File: src/rtl/ysyx_22041207_rd_arbiter_pkg.sv
// Shared types for the IF/MEM read arbiter: FSM state and transaction owner encoding.
package ysyx_22041207_rd_arbiter_pkg;

    typedef enum logic [1:0] {
        ST_IDLE = 2'd0,
        ST_ADDR = 2'd1,
        ST_DATA = 2'd2
    } state_e;

    typedef enum logic {
        OWN_IF  = 1'b0,
        OWN_MEM = 1'b1
    } owner_e;

endpackage

File: src/rtl/ysyx_22041207_rd_grant.sv
// Combinational IF/MEM grant with a saturating starve counter that lets IF
// through after STARVE_MAX back-to-back MEM wins.
module ysyx_22041207_rd_grant
    import ysyx_22041207_rd_arbiter_pkg::*;
#(
    parameter int STARVE_MAX = 2
) (
    input  logic clk,
    input  logic rst_n,
    input  logic idle_i,
    input  logic if_valid_i,
    input  logic mem_valid_i,
    output logic gnt_if_o,
    output logic gnt_mem_o
);

    localparam int CW = (STARVE_MAX < 1) ? 1 : $clog2(STARVE_MAX + 1);

    logic [CW-1:0] starve_q, starve_d;
    logic          if_forced;

    always_comb begin
        if_forced = (starve_q == CW'(STARVE_MAX));
        gnt_mem_o = idle_i && mem_valid_i && !(if_valid_i && if_forced);
        gnt_if_o  = idle_i && if_valid_i && !gnt_mem_o;
        starve_d  = starve_q;
        // Only counts while IF is actually waiting; any gap in IF demand forgives it.
        if (!if_valid_i || gnt_if_o) begin
            starve_d = '0;
        end else if (gnt_mem_o && !if_forced) begin
            starve_d = starve_q + CW'(1);
        end
    end

    always_ff @(posedge clk) begin
        if (!rst_n) begin
            starve_q <= '0;
        end else begin
            starve_q <= starve_d;
        end
    end

endmodule

File: src/rtl/ysyx_22041207_rd_arbiter.sv
// Two-master (IF, MEM) read arbiter onto a single AXI-style read channel,
// one transaction outstanding, with IF flush support that silently drains a fetch.
module ysyx_22041207_rd_arbiter
    import ysyx_22041207_rd_arbiter_pkg::*;
#(
    parameter int ADDR_W     = 64,
    parameter int DATA_W     = 64,
    parameter int STARVE_MAX = 2
) (
    input  logic              clk,
    input  logic              rst_n,
    input  logic              if_r_valid,
    output logic              if_r_ready,
    input  logic [ADDR_W-1:0] if_r_addr,
    input  logic [7:0]        if_r_size,
    input  logic              if_flush,
    output logic              if_data_valid,
    input  logic              if_data_ready,
    output logic [DATA_W-1:0] if_data,
    input  logic              mem_r_valid,
    output logic              mem_r_ready,
    input  logic [ADDR_W-1:0] mem_r_addr,
    input  logic [7:0]        mem_r_size,
    output logic              mem_data_valid,
    input  logic              mem_data_ready,
    output logic [DATA_W-1:0] mem_data,
    output logic              rx_r_valid_i,
    input  logic              rx_r_ready_o,
    output logic [ADDR_W-1:0] rx_r_addr_i,
    output logic [7:0]        rx_r_size_i,
    input  logic              rx_data_valid,
    output logic              rx_data_ready,
    input  logic [DATA_W-1:0] rx_data_read_o
);

    state_e            state_q, state_d;
    owner_e            owner_q, owner_d;
    logic              drop_q, drop_d;
    logic [ADDR_W-1:0] addr_q, addr_d;
    logic [7:0]        size_q, size_d;
    logic              gnt_if, gnt_mem;
    logic              if_own, drop_now;

    ysyx_22041207_rd_grant #(
        .STARVE_MAX (STARVE_MAX)
    ) u_grant (
        .clk         (clk),
        .rst_n       (rst_n),
        .idle_i      (state_q == ST_IDLE),
        .if_valid_i  (if_r_valid),
        .mem_valid_i (mem_r_valid),
        .gnt_if_o    (gnt_if),
        .gnt_mem_o   (gnt_mem)
    );

    assign rx_r_valid_i = (state_q == ST_ADDR);
    assign rx_r_addr_i  = addr_q;
    assign rx_r_size_i  = size_q;

    always_comb begin
        state_d        = state_q;
        owner_d        = owner_q;
        drop_d         = drop_q;
        addr_d         = addr_q;
        size_d         = size_q;
        if_r_ready     = rst_n && gnt_if;
        mem_r_ready    = rst_n && gnt_mem;
        if_data_valid  = 1'b0;
        mem_data_valid = 1'b0;
        if_data        = '0;
        mem_data       = '0;
        rx_data_ready  = 1'b0;
        if_own         = (owner_q == OWN_IF);
        // A flush landing in the same cycle as the data beat must already suppress it.
        drop_now       = drop_q || (if_own && if_flush);

        case (state_q)
            ST_IDLE: begin
                if (gnt_if || gnt_mem) begin
                    state_d = ST_ADDR;
                    owner_d = gnt_if ? OWN_IF : OWN_MEM;
                    addr_d  = gnt_if ? if_r_addr : mem_r_addr;
                    size_d  = gnt_if ? if_r_size : mem_r_size;
                    drop_d  = gnt_if && if_flush;
                end
            end
            ST_ADDR: begin
                drop_d = drop_now;
                if (rx_r_ready_o) begin
                    state_d = ST_DATA;
                end
            end
            ST_DATA: begin
                drop_d = drop_now;
                if (if_own) begin
                    if_data_valid = rx_data_valid && !drop_now;
                    if_data       = rx_data_read_o;
                    rx_data_ready = drop_now || if_data_ready;
                end else begin
                    mem_data_valid = rx_data_valid;
                    mem_data       = rx_data_read_o;
                    rx_data_ready  = mem_data_ready;
                end
                if (rx_data_valid && rx_data_ready) begin
                    state_d = ST_IDLE;
                    drop_d  = 1'b0;
                end
            end
            default: state_d = ST_IDLE;
        endcase

        if (!rst_n) begin
            if_data_valid  = 1'b0;
            mem_data_valid = 1'b0;
        end
    end

    always_ff @(posedge clk) begin
        if (!rst_n) begin
            state_q <= ST_IDLE;
            owner_q <= OWN_IF;
            drop_q  <= 1'b0;
            addr_q  <= '0;
            size_q  <= '0;
        end else begin
            state_q <= state_d;
            owner_q <= owner_d;
            drop_q  <= drop_d;
            addr_q  <= addr_d;
            size_q  <= size_d;
        end
    end

endmodule

File: config.mk
export PLATFORM = sky130hd
export DESIGN_NAME = ysyx_22041207_rd_arbiter
export DESIGN_NICKNAME = d
export VERILOG_FILES = /design/src/rtl/ysyx_22041207_rd_arbiter_pkg.sv /design/src/rtl/ysyx_22041207_rd_grant.sv /design/src/rtl/ysyx_22041207_rd_arbiter.sv
export SDC_FILE = /design/constraint.sdc
export NUM_CORES = 1
export LEC_CHECK = 0
export CORE_AREA = 8 8 159 161
export CTS_BUF_LIST = sky130_fd_sc_hd__clkbuf_2 sky130_fd_sc_hd__clkbuf_4 sky130_fd_sc_hd__clkbuf_8
export DETAILED_ROUTE_END_ITERATION = 10
export DIE_AREA = 0 0 167 169
export PLACE_DENSITY = 0.53
export SYNTH_ARGS = -nofsm -noshare
export SYNTH_HDL_FRONTEND = slang
export SYNTH_SLANG_ARGS = --single-unit
File: constraint.sdc
create_clock -name clk -period 4.4 [get_ports clk]
set_input_delay 0.44 -clock clk [delete_from_list [all_inputs] [get_ports clk]]
set_output_delay 0.44 -clock clk [all_outputs]
set_load 0.01 [all_outputs]
Word-level counts from Yosys, hierarchy flattened
Index checks and enable logic that the tools add are counted.
- flip-flop bits (word level): 78
- input bits: 217
- output and inout bits: 206
- add/sub/neg operators: 1
- equal/unequal tests: 6
- muxes and demuxes: 23
- bitwise gates (word level): 2
- reduce and logical (&&, ||, !) cells: 27
- operator list (kind ; count):
    $mux W64 ; 5
    $logic_and A1 B1 Y1 ; 12
    $mux W1 ; 12
    $mux W8 ; 1
    $mux W2 ; 3
    $pmux W2 S3 ; 1
    $logic_not A1 Y1 ; 5
    $eq A2 B2 Y1 const B ; 2
    $logic_or A1 B1 Y1 ; 4
    $ne A2 B2 Y1 const B ; 2
    $reduce_and A2 Y1 ; 2
    $pmux W1 S3 ; 1
    $reduce_and A3 Y1 ; 1
    $reduce_bool A3 Y1 ; 1
    $add A2 B1 Y2 const B ; 1
    $eq A2 B1 Y1 const B ; 1
    $logic_not A2 Y1 ; 1
    $ne A2 B1 Y1 const B ; 1
    $not A1 Y1 ; 2
    $reduce_or A2 Y1 ; 1

Depth between registers and ports, before layout
Gate-level depths: netlist of run 1.
- word-level depth: 9
- gate-level depth with buffers: 8

Cells and area by module
A second synthesis of run 1 with hierarchy kept.
- cells, all modules: 526
- area total of the unflattened synthesis: 4707.0 µm²
- modules (own cells, without submodules) (module ; instances ; cells an instance ; area an instance (µm²) ; sequential area each (µm²)):
    ysyx_22041207_rd_arbiter ; 1 ; 512 ; 4583.1 ; 1521.5
    ysyx_22041207_rd_grant ; 1 ; 14 ; 123.9 ; 40.0

Least setup slack after synthesis of run 1
No wires, ideal clock.
- path kind: register to output
- start point: reg state_q[0]
- end point: out if_data_valid
- arrival: 1.441 ns
- path slack: 2.519 ns
- stages on the path, launching flop included: 6
- path through: dfxtp_1 > inv_1 > ha_1 > nor2b_1 > clkbuf_1 > nor4b_1
- word-level cells in the longest chain between the ends: 3
- ends and longest elaborated chain (item ; RTL line ; source):
    start: declaration ; ysyx_22041207_rd_arbiter.sv:36 ; state_e state_q, state_d;
    start signal: assignment ; ysyx_22041207_rd_arbiter.sv:126 ; state_q <= state_d;
    $eq A2 B2 Y1 ; ysyx_22041207_rd_arbiter.sv:77 ; case (state_q)
    $mux W1 ; ysyx_22041207_rd_arbiter.sv:77 ;
    $mux W1 ; ysyx_22041207_rd_arbiter.sv:112 ; if (!rst_n) begin
    end: declaration ; ysyx_22041207_rd_arbiter.sv:17 ; output logic if_data_valid,
Every way passes these cells.

Worst setup path in the final report of run 1
- start point: reg owner_q
- end point: out if_data_valid
- word-level cells in the longest chain between the ends: 8
- ends and longest elaborated chain (item ; RTL line ; source):
    start: declaration ; ysyx_22041207_rd_arbiter.sv:37 ; owner_e owner_q, owner_d;
    start signal: assignment ; ysyx_22041207_rd_arbiter.sv:127 ; owner_q <= owner_d;
    $not A1 Y1 ; ysyx_22041207_rd_arbiter.sv:73 ; if_own = (owner_q == OWN_IF);
    $logic_and A1 B1 Y1 ; ysyx_22041207_rd_arbiter.sv:75 ; drop_now = drop_q || (if_own && if_flush);
    $logic_or A1 B1 Y1 ; ysyx_22041207_rd_arbiter.sv:75 ;
    $logic_not A1 Y1 ; ysyx_22041207_rd_arbiter.sv:96 ; if_data_valid = rx_data_valid && !drop_now;
    $logic_and A1 B1 Y1 ; ysyx_22041207_rd_arbiter.sv:96 ;
    $mux W1 (*) ; ysyx_22041207_rd_arbiter.sv:95 ; if (if_own) begin
    $mux W1 (*) ; ysyx_22041207_rd_arbiter.sv:77 ;
    $mux W1 (*) ; ysyx_22041207_rd_arbiter.sv:112 ;
Every way passes the cells marked *; elsewhere a longest branch is shown, timed or not.

==> run metrics, run 1 <==
Resized cells post-CTS=0; crit path cell chain=nor2b_4, buf_4, nor4b_1, clkdlybuf4s50_1; Seq/Total Area, Yosys=34.9%; WP buf/inv=2; Setup TNS=0 ns; P_sw=around 1.5 mW; P_leak=3.53 nW; initial antenna violation count=5; Worst VDD drop=0.000188 V; fill cell count=2372; Final setup viols=0; crit path max fanout=70; Final Critical Period=3.24 ns; Die Wd=approximately 170 um; number of distinct library cells after synthesis=32; register share of total power=about 29%; Post-Route WL=~24000 um; Post-synth top cells=78 x dfxtp_1, 75 x nor2_1, 74 x mux2i_1; Num Clock Sinks=78; Post-DRT Antenna Nets=0; CTS tree=done; PwrDens=between 400 and 500 mW/mm^2; vias in the first global route=about 5300; top cell type by total area after synthesis=dfxtp_1; pin count of the biggest net entering global routing=90; Post-Place Worst Slack=around 1.3 ns; main flop type after synthesis=dfxtp_1; Post-synth EDFFs=0; CTS Buf Count=9; Hold Crit Class=reg -> reg; Initial Util=19.5%; Hold Worst Slack=~0.48 ns; Fin Clk Skew=a little over 0.01 ns; top-count cell post-synth=dfxtp_1; Tot GR Track Use=roughly 16%; Async S/R FF share, synth=0%; switch share=a little under two fifths; Initial DRT Pass Iterations=4; grt ovf=0; Mapped Cells=between 500 and 600; top cell type's share of synthesized area=about a third; Post-Synthesis Net Count=roughly 750; Slew @ Worst Pin=roughly 1.1 ns; Slew Limit Headroom=around 29%; via count=5209; DR WL/cell=19.9 um; CP max-delay cell=clkdlybuf4s50_1; CTS HTree Levels=3; first-pass GRT wire length=roughly 35000 um; number of hold buffers added after cts=0; #FFs+latches synth=78; Die ar.=0.0282 sq mm; Setup crit end kind=output port; # rows=56; leading post-synthesis cells by cell area=dfxtp_1 35%, mux2i_1 17%, a211oi_1 12%; Post-Syn Area=between 0.004 and 0.005 sq mm; Critical Path AT=about 2.8 ns; final worst slack=1.16 ns; syn_area_per_cell=8.51 sq um; total power=between 3 and 4 mW; HPWL Detailed=between 15000 and 20000 um; Via-to-Cell Ratio=4.30; Post-CTS Repair Setup Buffers=0; Top delay family on crit path=buffers and inverters; Pint=around 2.4 mW; I/O pin total=423; Worst-path clk slew=0.09 ns; Layout Utilization=39.8%; combinational group share of total power=54.0%; Root Driver=clkbuf_8; Clk network pwr share=between 10% and 20%; max-cap violations=0; PortBufs=around 420; First DRT Iteration DRCs=205; CP Class=reg -> out; RePlAce Congestion=between 0.8 and 0.9; layout cells sized above 1=roughly 3.5%; Crit path largest cell delay=between 0.6 and 0.7 ns; Layout area overhead=104%; WP data required=between 3 and 4 ns; DRC Markers=0; fin crit share=about three quarters; core area=around 0.023 sq mm; layout net count=1134; worst skew pair latency=roughly 0.37 ns; Max Fclk=about 0.3 GHz; Slew Limit Fails=0; status=finished, final reports clean; RSZ-0062 raised after global routing=no; CTS Buffer Depth=2; Final Hold Vio Count=0; Die Y=~170 um; Warnings, synthesis=0; crit start category=flop
## path summary, 6_finish.rpt
path,from,endpoint,slack (ns),depth (start not counted)
setup reg to reg,state_q[0],rx_r_addr_i[8],1.93,7
hold / removal,state_q[0],state_q[0],0.48,2
setup / recovery,owner_q,if_data_valid,1.16,4
hold reg to reg,state_q[0],state_q[0],0.48,2
## registers in the layout, summed over array words and instances, names as in the netlist
name,flops
u_grant.starve_q,2
owner_q,1
drop_q,1
rx_r_addr_i,64
state_q,2
rx_r_size_i,8
## worst register-to-register path: cells and delay by family, from the launching register on
kind	cells	cell delay, ns
adders and majority gates	1	0.25
buffers and inverters	2	0.59
and+or+nand+nor	1	0.13
AOI/OAI and AO/OA	2	0.73
muxes	1	0.28
DFF	1	0.33
## placed cells by master, fill, tap and decap left out, types with 2 or more instances in the layout
master           count
inv_6                2
bufinv_16            2
ha_1                 4
mux2i_1             74
dfxtp_1             77
diode_2              4
a21oi_1              2
inv_1                7
buf_4                6
clkdlybuf4s50_1    422
clkinvlp_4           2
a211oi_1            72
clkbuf_8             9
a31o_2               2
nand2_1              8
nor2_1              75
and2_1              66
and3_1              65
nor2b_1              2
## metal layers
metal,vias up,GRT usage (%),wire [um]
met5,-,0,0
met4,0,6.97,566
met3,31,5.57,1940
met2,243,30.1,12700
met1,2296,16.8,8900
li1,2639,-,-
## power groups by stage
stage | clock network [mW] | registers [mW] | logic, mW
3_5_place_dp | 0 | 1.15 | 2.13
3_3_place_gp | 0 | 1.15 | 2.14
6_report | 0.643 | 1.14 | 2.09
2_1_floorplan | 0 | 1.21 | 0.936
5_1_grt | 0.706 | 1.18 | 2.28
4_1_cts | 0.677 | 1.14 | 2.14
## final cells by class
| cell class | count | area, sq um | area share (%) |
|---|---|---|---|
| Multi-Input combinational cell | 386 | 2650 | 29.0 |
| Sequential cell | 78 | 1560 | 17.1 |
| Antenna cell | 4 | 10.0 | 0.110 |
| Clock buffer | 10 | 131 | 1.44 |
| Tap cell | 290 | 363 | 3.97 |
| Timing Repair Buffer | 429 | 4290 | 47.0 |
| Inverter | 8 | 30.0 | 0.329 |
| Clock inverter | 6 | 92.6 | 1.01 |
## kinds of logic (layout without fill, tap and decap cells)
kind of cell	after synthesis	in the layout	share of synthesized area (%)
XOR/XNOR	1	1	0.196
adder cells (fa/ha/maj)	5	5	1.40
flip-flops	78	78	34.9
buffers and inverters	61	453	6.27
other	0	4	0
multiplexers	74	74	16.6
AND/OR/NAND/NOR	223	223	26.7
AO/OA/AOI/OAI	83	83	13.9
## metrics by stage
| step | cells | cell area, sq um |
|---|---|---|
| floorplan | 525 | 4470 |
| global placement | 1191 | 8900 |
| detailed placement | 1191 | 8900 |
| finish | 1211 | 9130 |
| global route | 1211 | 9130 |
| CTS | 1207 | 9120 |
(Power assumes the default switching activity.)
==> inputs of run 2 (changes only) <==
- CORE_AREA: 8 8 159 161 -> 8 8 157 159
- DIE_AREA: 0 0 167 169 -> 0 0 165 167
- PLACE_DENSITY: 0.53 -> 0.54
- clock period: 4.4 -> 3 ns (I/O delays scaled with it)
==> run 2 against run 1 <==
First-iteration DRC count fell by 12%. Count of clock-buffer cells in the layout rose by 2. Clock skew decreased by 0.0018 ns. Hold slack worse by 0.0035 ns. Sequential share of layout area hardly changed. Die area fell by 2.4%. Cell count fell by 0.17%. Largest power group unchanged. Flip-flop and latch count stayed put. Cell area about the same. Largest cell class unchanged. Sequential power increased by 39%. Register-to-register slack got worse by 0.93 ns.
==> run metrics, run 2 (synthesized netlist as in run 1, its figures left out) <==
initial antenna violation count=4; crit start category=flop; Root Driver=clkbuf_8; First DRT Iteration DRCs=180; first-pass GRT wire length=33600 um; Post-Route WL=roughly 23000 um; Final Hold Vio Count=0; RePlAce Congestion=between 0.8 and 0.9; CTS Buffer Depth=2; Setup crit end kind=output port; Tot GR Track Use=16.1%; layout net count=about 1100; Slew @ Worst Pin=between 0.5 and 0.6 ns; pin count of the biggest net entering global routing=74; vias in the first global route=between 5000 and 6000; Initial Util=about a fifth; core area=between 0.02 and 0.025 sq mm; Storage cell area=0.00156 sq mm; Die ar.=0.0276 sq mm; WP data required=2.70 ns; I/O pin total=~420; P_leak=around 3.6 nW; fill cell count=2284; worst skew pair latency=around 0.36 ns; layout cells sized above 1=under 10%; CTS HTree Levels=3; Crit path largest cell delay=0.61 ns; CP max-delay cell=clkdlybuf4s50_1; Worst VDD drop=around 0.00024 V; Setup TNS=0 ns; Finished Layout Cells=about 1200; PwrDens=between 600 and 700 mW/mm^2; PortBufs=422; fin crit share=89.2%; crit path max fanout=39; status=finished, final reports clean; grt ovf=0; most frequent cells in the layout=422 x clkdlybuf4s50_1, 78 x dfxtp_1, 75 x nor2_1; worst reg2reg endpoint=rx_r_addr_i[34]; Layout area overhead=105%; Post-CTS Repair Setup Buffers=0; Slew Limit Headroom=between 60% and 70%; Max Fclk=~0.37 GHz; CTS Buf Count=9; crit path cell chain=inv_1, ha_1, nor2b_2, buf_4, nor4b_1, clkdlybuf4s50_1; # rows=55; area of the multi-input gates=about 0.0026 sq mm; worst hold stages=2; Largest register FFs=64; DR WL/cell=19.3 um; Final setup viols=0; Post-DRT Antenna Nets=0; Critical Path AT=about 2.4 ns; Resized cells post-CTS=0; total power=approximately 5.6 mW; Num Clock Sinks=a little under 80; Die Wd=165 um; number of cells after detailed placement=~1200; Worst-path clk slew=0.09 ns; number of hold buffers added after cts=0; Initial DRT Pass Iterations=4; WP buf/inv=3; Final Critical Period=2.68 ns; FF-to-FF setup slack=1.00 ns; max-cap violations=0; RSZ-0062 raised after global routing=no; most common cell after layout, fill and taps aside=clkdlybuf4s50_1; DRC Markers=0; Die Y=~170 um; reg2reg start=state_q[0]; CP Class=reg -> out; reg2reg path depth=7; HP Start=state_q[1]; HPWL Detailed=19100 um; Hold Worst Slack=a little under 0.5 ns; CTS tree=done; via count=slightly above 5000; Hold EP=state_q[1]; Fin Clk Skew=approximately 0.0083 ns; Slew Limit Fails=0; Via-to-Cell Ratio=around 4.3; Top delay family on crit path=buffers and inverters; Hold Crit Class=reg -> reg
==> run 2: per-stage QoR <==
stage,util [%],setup slack (ns),cell area [sq um]
floorplan,-,1.26,4470
detailed placement,40.2,0.708,8940
global placement,40.2,0.747,8940
finish,41.1,0.324,9140
CTS,41.1,0.261,9130
global route,41.1,0.0965,9140
==> run 2: how the worst max path moves through the flow <==
stage          depth (start not counted)  startpoint  slack [ns]             to
5_1_grt                                6  state_q[0]         0.1  if_data_valid
2_1_floorplan                          5  state_q[0]        1.26  if_data_valid
6_report                               6  state_q[0]        0.32  if_data_valid
3_3_place_gp                           5  if_r_valid        0.75     if_r_ready
4_1_cts                                6  state_q[0]        0.26  if_data_valid
3_5_place_dp                           6  state_q[0]        0.71  if_data_valid
==> run 2: layout make-up <==
cell class	count	share of cell area (%)
inverter	8	0.329
sequential	78	17.1
tap	285	3.90
multi-input combinational	386	28.9
antenna	2	0.0548
clock buffer	12	1.74
timing repair buffer	434	47.6
clock inverter	4	0.329
==> run 2: metal layers <==
layer  vias to the layer above  share of wire, %  GRT usage (%)
li1                       2641                 -              -
met5                         -             0.077              0
met1                      2258                36           16.1
met4                         2               2.2           6.27
met2                       246                52           29.6
met3                        28               9.7           5.74
==> run 2: worst register-to-register path, stage by stage, from the launching register on <==
cell      delay (ns)
dfxtp_1         0.34
inv_1           0.10
ha_1            0.27
nand2_1         0.14
a21oi_4         0.18
buf_12          0.35
mux2i_1         0.40
a211oi_1        0.10
==> run 2: power breakdown <==
part / switching, mW / total, mW / internal (mW)
clock: 0.430 / 0.789 / 0.359
combinational: 1.54 / 3.20 / 1.65
sequential: 0.186 / 1.59 / 1.41
total: 2.16 / 5.58 / 3.42
==> inputs of run 3 (changes only) <==
- CAP_MARGIN: not set -> 10
==> results of run 3 <==
Final layout, timing and power as in run 2 (identical DEF).
